`src/rtl/game_countdown_timer_if.sv`:
```
// Control and status bundle between the game FSM (master) and the round countdown timer (slave).
// Status fields are registered inside the timer; the master may sample them at any time.
interface game_countdown_timer_if #(
   parameter int CNT_W = 16
);
   logic             start;
   logic             pause;
   logic             load;
   logic [CNT_W-1:0] load_value;
   logic [CNT_W-1:0] remaining;
   logic [3:0]       bcd_tens;
   logic [3:0]       bcd_ones;
   logic             running;
   logic             warning;
   logic             finish;
   logic             expired;

   modport master (
      output start, pause, load, load_value,
      input  remaining, bcd_tens, bcd_ones, running, warning, finish, expired
   );

   modport slave (
      input  start, pause, load, load_value,
      output remaining, bcd_tens, bcd_ones, running, warning, finish, expired
   );
endinterface

```
`src/rtl/game_countdown_timer.sv`:
```
// Round countdown timer with prescaled ticks, pause/resume, reload-on-restart and a saturating BCD view.
// Controls take effect one edge after sampling; no backpressure, status outputs are registered or decoded from state.
module game_countdown_timer #(
   parameter int CLK_HZ       = 100_000_000,
   parameter int TICK_HZ      = 1,
   parameter int CNT_W        = 16,
   parameter int DEFAULT_SECS = 30,
   parameter int WARN_SECS    = 5
) (
   input  logic                  clock,
   input  logic                  reset,
   game_countdown_timer_if.slave tmr
);

   localparam int               DIV      = CLK_HZ / TICK_HZ;
   localparam int               PS_W     = (DIV > 2) ? $clog2(DIV) : 1;
   localparam logic [PS_W-1:0]  PS_LAST  = PS_W'(DIV - 1);
   localparam logic [PS_W-1:0]  PS_ONE   = PS_W'(1);
   localparam logic [CNT_W-1:0] DEF_CNT  = CNT_W'(DEFAULT_SECS);
   localparam logic [CNT_W-1:0] WARN_CNT = CNT_W'(WARN_SECS);
   localparam logic [CNT_W-1:0] CNT_ONE  = CNT_W'(1);
   localparam logic [CNT_W-1:0] BCD_MAX  = CNT_W'(99);

   typedef enum logic [1:0] {
      IDLE   = 2'd0,
      RUN    = 2'd1,
      PAUSED = 2'd2,
      DONE   = 2'd3
   } state_t;

   state_t           state_q, state_d;
   logic [CNT_W-1:0] rem_q, rem_d;
   logic [CNT_W-1:0] reload_q, reload_d;
   logic [PS_W-1:0]  ps_q, ps_d;
   logic             expired_q, expired_d;
   logic [CNT_W-1:0] start_cnt;
   logic [6:0]       bcd_sat;

   always_ff @(posedge clock or negedge reset) begin
      if (!reset) begin
         state_q   <= IDLE;
         rem_q     <= DEF_CNT;
         reload_q  <= DEF_CNT;
         ps_q      <= '0;
         expired_q <= 1'b0;
      end else begin
         state_q   <= state_d;
         rem_q     <= rem_d;
         reload_q  <= reload_d;
         ps_q      <= ps_d;
         expired_q <= expired_d;
      end
   end

   always_comb begin
      state_d   = state_q;
      rem_d     = rem_q;
      reload_d  = reload_q;
      ps_d      = ps_q;
      expired_d = 1'b0;
      // A restart from DONE counts down from the reload value, not the spent count.
      start_cnt = (state_q == DONE) ? reload_q : rem_q;

      if (tmr.load) begin
         rem_d    = tmr.load_value;
         reload_d = tmr.load_value;
         ps_d     = '0;
         state_d  = IDLE;
      end else if (tmr.start && (state_q == IDLE || state_q == DONE)) begin
         ps_d  = '0;
         rem_d = start_cnt;
         if (start_cnt != '0) begin
            state_d = RUN;
         end else begin
            state_d   = DONE;
            expired_d = 1'b1;
         end
      end else begin
         case (state_q)
            RUN: begin
               if (ps_q == PS_LAST) begin
                  ps_d = '0;
                  if (rem_q <= CNT_ONE) begin
                     rem_d     = '0;
                     state_d   = DONE;
                     expired_d = 1'b1;
                  end else begin
                     rem_d = rem_q - CNT_ONE;
                  end
               end else begin
                  ps_d = ps_q + PS_ONE;
               end
               // The tick of the pausing cycle still lands; expiry wins over pause.
               if (tmr.pause && state_d != DONE) begin
                  state_d = PAUSED;
               end
            end
            PAUSED: begin
               if (!tmr.pause) begin
                  state_d = RUN;
               end
            end
            default: begin
            end
         endcase
      end
   end

   assign bcd_sat = (rem_q >= BCD_MAX) ? 7'd99 : rem_q[6:0];

   assign tmr.remaining = rem_q;
   assign tmr.bcd_tens  = 4'(bcd_sat / 7'd10);
   assign tmr.bcd_ones  = 4'(bcd_sat % 7'd10);
   assign tmr.running   = (state_q == RUN);
   assign tmr.finish    = (state_q == DONE);
   assign tmr.expired   = expired_q;
   assign tmr.warning   = (state_q == RUN || state_q == PAUSED) &&
                          (rem_q != '0) && (rem_q <= WARN_CNT);

endmodule

```
`src/flat_wrapper.sv`:
```
// flat-port wrapper written by rule: the top's interface ports become plain ports
module game_countdown_timer_flat 
#(
   parameter int CLK_HZ       = 100_000_000,
   parameter int TICK_HZ      = 1,
   parameter int CNT_W        = 16,
   parameter int DEFAULT_SECS = 30,
   parameter int WARN_SECS    = 5
)
  (clock, reset, tmr_start, tmr_pause, tmr_load, tmr_load_value, tmr_remaining, tmr_bcd_tens, tmr_bcd_ones, tmr_running, tmr_warning, tmr_finish, tmr_expired);
  game_countdown_timer_if #(.CNT_W(CNT_W)) tmr_i ();
  input  logic clock;
  input  logic reset;
  input wire logic [$bits(tmr_i.start)-1:0] tmr_start;
  input wire logic [$bits(tmr_i.pause)-1:0] tmr_pause;
  input wire logic [$bits(tmr_i.load)-1:0] tmr_load;
  input wire logic [$bits(tmr_i.load_value)-1:0] tmr_load_value;
  output wire logic [$bits(tmr_i.remaining)-1:0] tmr_remaining;
  output wire logic [$bits(tmr_i.bcd_tens)-1:0] tmr_bcd_tens;
  output wire logic [$bits(tmr_i.bcd_ones)-1:0] tmr_bcd_ones;
  output wire logic [$bits(tmr_i.running)-1:0] tmr_running;
  output wire logic [$bits(tmr_i.warning)-1:0] tmr_warning;
  output wire logic [$bits(tmr_i.finish)-1:0] tmr_finish;
  output wire logic [$bits(tmr_i.expired)-1:0] tmr_expired;
  assign tmr_i.start = tmr_start;
  assign tmr_i.pause = tmr_pause;
  assign tmr_i.load = tmr_load;
  assign tmr_i.load_value = tmr_load_value;
  assign tmr_remaining = tmr_i.remaining;
  assign tmr_bcd_tens = tmr_i.bcd_tens;
  assign tmr_bcd_ones = tmr_i.bcd_ones;
  assign tmr_running = tmr_i.running;
  assign tmr_warning = tmr_i.warning;
  assign tmr_finish = tmr_i.finish;
  assign tmr_expired = tmr_i.expired;
  game_countdown_timer #(.CLK_HZ(CLK_HZ), .TICK_HZ(TICK_HZ), .CNT_W(CNT_W), .DEFAULT_SECS(DEFAULT_SECS), .WARN_SECS(WARN_SECS)) u_core (.clock(clock), .reset(reset), .tmr(tmr_i));
endmodule
```
`config.mk`:
```
export PLATFORM = sky130hd
export DESIGN_NAME = game_countdown_timer_flat
export DESIGN_NICKNAME = d
export VERILOG_FILES = /design/src/rtl/game_countdown_timer_if.sv /design/src/rtl/game_countdown_timer.sv /design/src/flat_wrapper.sv
export SDC_FILE = /design/constraint.sdc
export NUM_CORES = 1
export LEC_CHECK = 0
export CAP_MARGIN = 20
export CORE_MARGIN = 5
export CORE_UTILIZATION = 50
export DETAILED_ROUTE_END_ITERATION = 8
export DONT_BUFFER_PORTS = 1
export GPL_TIMING_DRIVEN = 0
export SYNTH_ARGS = -nofsm -noshare
export SYNTH_HDL_FRONTEND = slang
export SYNTH_SLANG_ARGS = --single-unit
```
`constraint.sdc`:
```
create_clock -name clock -period 9 [get_ports clock]
set_clock_uncertainty 0.05 [all_clocks]
set_input_delay 2.7 -clock clock [delete_from_list [all_inputs] [get_ports clock]]
set_output_delay 2.7 -clock clock [all_outputs]
set_load 0.05 [all_outputs]
```
==> summary.txt <==
Status
  – Status: finished, final reports clean

Timing
  – Highest achievable clock rate: 114.6 MHz
  – Slew Viols, Final: 0
  – Final Hold Fails: 0
  – Setup violations, final: 0
  – Worst setup margin: 0.2770 ns
  – Period minus WS final: 8.723 ns
  – Worst Max-Slew Pin Slew: 0.9830 ns
  – Slew HR: 0.3396
  – Fin crit share: 0.9692

Finish
  – Layout Area Growth over Synthesis: 8.990%
  – Post-Layout Cell Count: 646
  – Commonest non-fill, non-tap cell in the layout: nand2_1
  – Post-route cell area: 0.004672 mm²
  – Multi-input gate area: 0.002582 mm²
  – # fillers: 816
  – ANT cells: 0
  – Reg area: 0.001562 mm²
  – Nets: 569
  – Most frequent cells in the layout: nand2_1 (73), o21ai_0 (67), dfrtp_1 (54), nor2_1 (41), a21oi_1 (29)
  – Fraction of final layout cells sized beyond drive strength 1: 0.1017
  – Finished Core Util: 0.5629

Floorplan
  – Initial core utilization: 0.5165
  – Die Ht: 102.6 µm
  – Ports: 49
  – Die X: 102.6 µm
  – CORE AREA: 0.008299 mm²
  – # rows: 33
  – Die Area: 0.01052 mm²

Power and ir drop
  – Maximum vdd drop: 115.5 µV
  – Power Internal: 0.7129 mW
  – Switching share of total power: 0.5516
  – Clk pwr share: 0.156
  – Leak: 1.907 nW
  – Sw Pwr: 0.8771 mW
  – Pwr Total: 1.590 mW
  – PwrDens: 340.3 mW/mm²
  – Flop pwr share: 0.344
  – Combinational Power Share: 0.500

Logic synthesis
  – Mean Syn Cell Area: 8.181 µm²
  – Register bit total from synthesis: 62
  – YS warnings: 0
  – Count of cell types in the netlist: 67
  – Post-synth EDFFs: 0
  – Cell count after synthesis: 524
  – Mapped Area: 0.004287 mm²
  – Asr flop ratio synth: 1.000
  – Seq/Total Area, Yosys: 0.3643
  – Synth Net Count: 557
  – Top_reg_cell synth: dfrtp_1

Clock network
  – CTS tree: yes
  – CTS root buf: clkbuf_8
  – Hold buffer count at CTS: 0
  – CTS Buf Count: 9
  – Sink Count: 62
  – Worst-path clk slew: 0.07 ns
  – Bufs on Longest Clock Path: 2
  – Htree depth: 3
  – Clock latency on the worst-skew pair: 0.35 ns

Setup path
  – CP Capture Type: output pin
  – Critical Path Start: u_core.tmr.remaining[8]
  – Startpoint types: flip-flop
  – Arrival time worst endpoint: 5.97 ns
  – FF-to-FF Start: u_core.tmr.remaining[5]
  – Required @ worst endpoint: 6.25 ns
  – CP max FO: 10
  – Worst reg2reg endpoint: u_core.tmr.remaining[4]
  – Worst R2R Path Depth: 9
  – Setup slack, reg-to-reg: 5.59 ns
  – Crit path kind: reg -> out

Placement
  – GPL Wtd Cong: 0.9359
  – DP HPWL: 8857 µm
  – Place WS: 0.1597 ns
  – Inst Count DP: 629
  – Area of placed instances: 0.004418 mm²
  – PortBufs: 0

Job
  – Max cap viols: 0

GRT
  – Met3 Use GR: 0.04127
  – Grt peak-use layer: met2
  – Total gr overflow: 0
  – First-pass GRT wire length: 20200 µm
  – Initial antenna violation count: 0
  – Met2 Use GR: 0.4250
  – M1 GR Usage: 0.3115
  – Global Route Usage Sum: 0.2453
  – Vias in the first global route: 3949
  – Largest net degree at the start of global routing: 63

Min path
  – Worst hold path type: reg -> reg
  – Hold Path End: u_core.ps_q[5]
  – Worst Hold Launch: u_core.ps_q[5]
  – Hold depth: 1

Detailed routing
  – Vias per cell: 6.156
  – Initial DRC Count: 249
  – Post-Route WL: 12270 µm
  – Wire length per cell: 19.00 µm
  – # DRC: 0
  – Vias: 3977
  – Drt pass-1 iters: 5
  – Routed Antenna Nets: 0
==> cells by family (layout without fill, tap and decap cells) <==
group	count (synthesis)	after routing	share of synthesized area
muxes	18	18	0.04495
and+or+nand+nor	216	216	0.2609
buffers and inverters	50	67	0.04612
adders and majority gates	12	12	0.03503
AOI/OAI and AO/OA	149	149	0.2140
xor gates and xnor gates	17	17	0.03473
DFF	62	62	0.3643
==> power groups by stage <==
stage | registers, mW | clock network [mW] | logic, mW
global placement | 0.550 | 0 | 0.744
CTS | 0.547 | 0.253 | 0.758
finish | 0.547 | 0.248 | 0.795
floorplan | 0.524 | 0 | 0.596
detailed placement | 0.553 | 0 | 0.746
global route | 0.557 | 0.265 | 0.868
==> cells in the mapped netlist, types with 7 or more instances <==
library cell,instances,area share
mux2_2,10,0.026
clkbuf_1,23,0.020
nand4_1,9,0.013
and3_1,8,0.012
xnor2_1,7,0.014
o21ai_0,67,0.078
inv_1,23,0.020
a21oi_1,29,0.034
nand2_1,73,0.064
xor2_1,10,0.020
dfstp_2,8,0.049
ha_1,12,0.035
nor4_1,8,0.012
nor2_1,41,0.036
dfrtp_1,54,0.32
mux2i_1,8,0.019
and2_1,7,0.010
nor3_1,19,0.022
nand3_1,16,0.019
o31ai_1,9,0.016
==> layer usage <==
metal | routed length, µm | part of all wire
met1 | 5271 | 0.43
met3 | 705 | 0.057
met5 | 0 | 0
met2 | 6122 | 0.50
met4 | 176 | 0.014
==> metrics by stage <==
stage / hold WS, ns / setup TNS (ns)
after CTS: 0.4414 / -0.07181
after detailed placement: 0.4148 / 0
final: 0.4346 / 0
after floorplan: 0.3882 / 0
after global placement: 0.4143 / 0
after global routing: 0.4594 / -0.03137
==> critical path: stages (launching register included) <==
cell,delay (ns)
dfrtp_1,0.58
buf_2,0.30
or4_4,0.54
nor4_4,0.33
and2_1,0.18
ha_1,0.23
o21a_1,0.20
o21ai_0,0.17
nand2_1,0.16
inv_1,0.05
ha_1,0.22
o211a_1,0.26
a211oi_2,0.36
nand3_4,0.28
xnor2_2,0.30
ha_1,0.27
nand2_1,0.08
o2111a_1,0.27
a211oi_4,0.29
buf_4,0.20
xor2_4,0.36
==> layout make-up <==
type,instances,share of cell area
clock buffers,11,0.02812
plain buffers,27,0.02384
clock inverters,5,0.01285
multi-input cells,412,0.5528
repair buffers,1,0.001607
flip-flops and latches,62,0.3342
well taps,105,0.02812
inverters,23,0.01848
==> registers in the layout, indices dropped and copies added (netlist names) <==
register	count
u_core.tmr.remaining	16
u_core.tmr.expired	1
u_core.reload_q	16
u_core.state_q	2
u_core.ps_q	27
==> worst max-delay path by stage <==
stage                 endpoint  slack (ns)  cells past startpoint
3_5_place_dp   tmr_bcd_ones[2]        0.16                     20
2_1_floorplan  tmr_bcd_ones[2]        0.72                     19
5_1_grt        tmr_bcd_ones[1]       -0.03                     20
3_3_place_gp   tmr_bcd_ones[2]        0.15                     20
4_1_cts        tmr_bcd_ones[2]       -0.07                     20
6_report       tmr_bcd_ones[1]        0.28                     20
==> timing repair <==
| action | CTS | global route |
|---|---|---|
| buffers inserted | 0 | 1 |
| setup endpoints to repair | 2 | 4 |
| hold endpoints to repair | 0 | 0 |
| gates resized for setup | 2 | 5 |
| pin swaps | 0 | 1 |
Note: power is estimated with default switching activity, not from simulation.
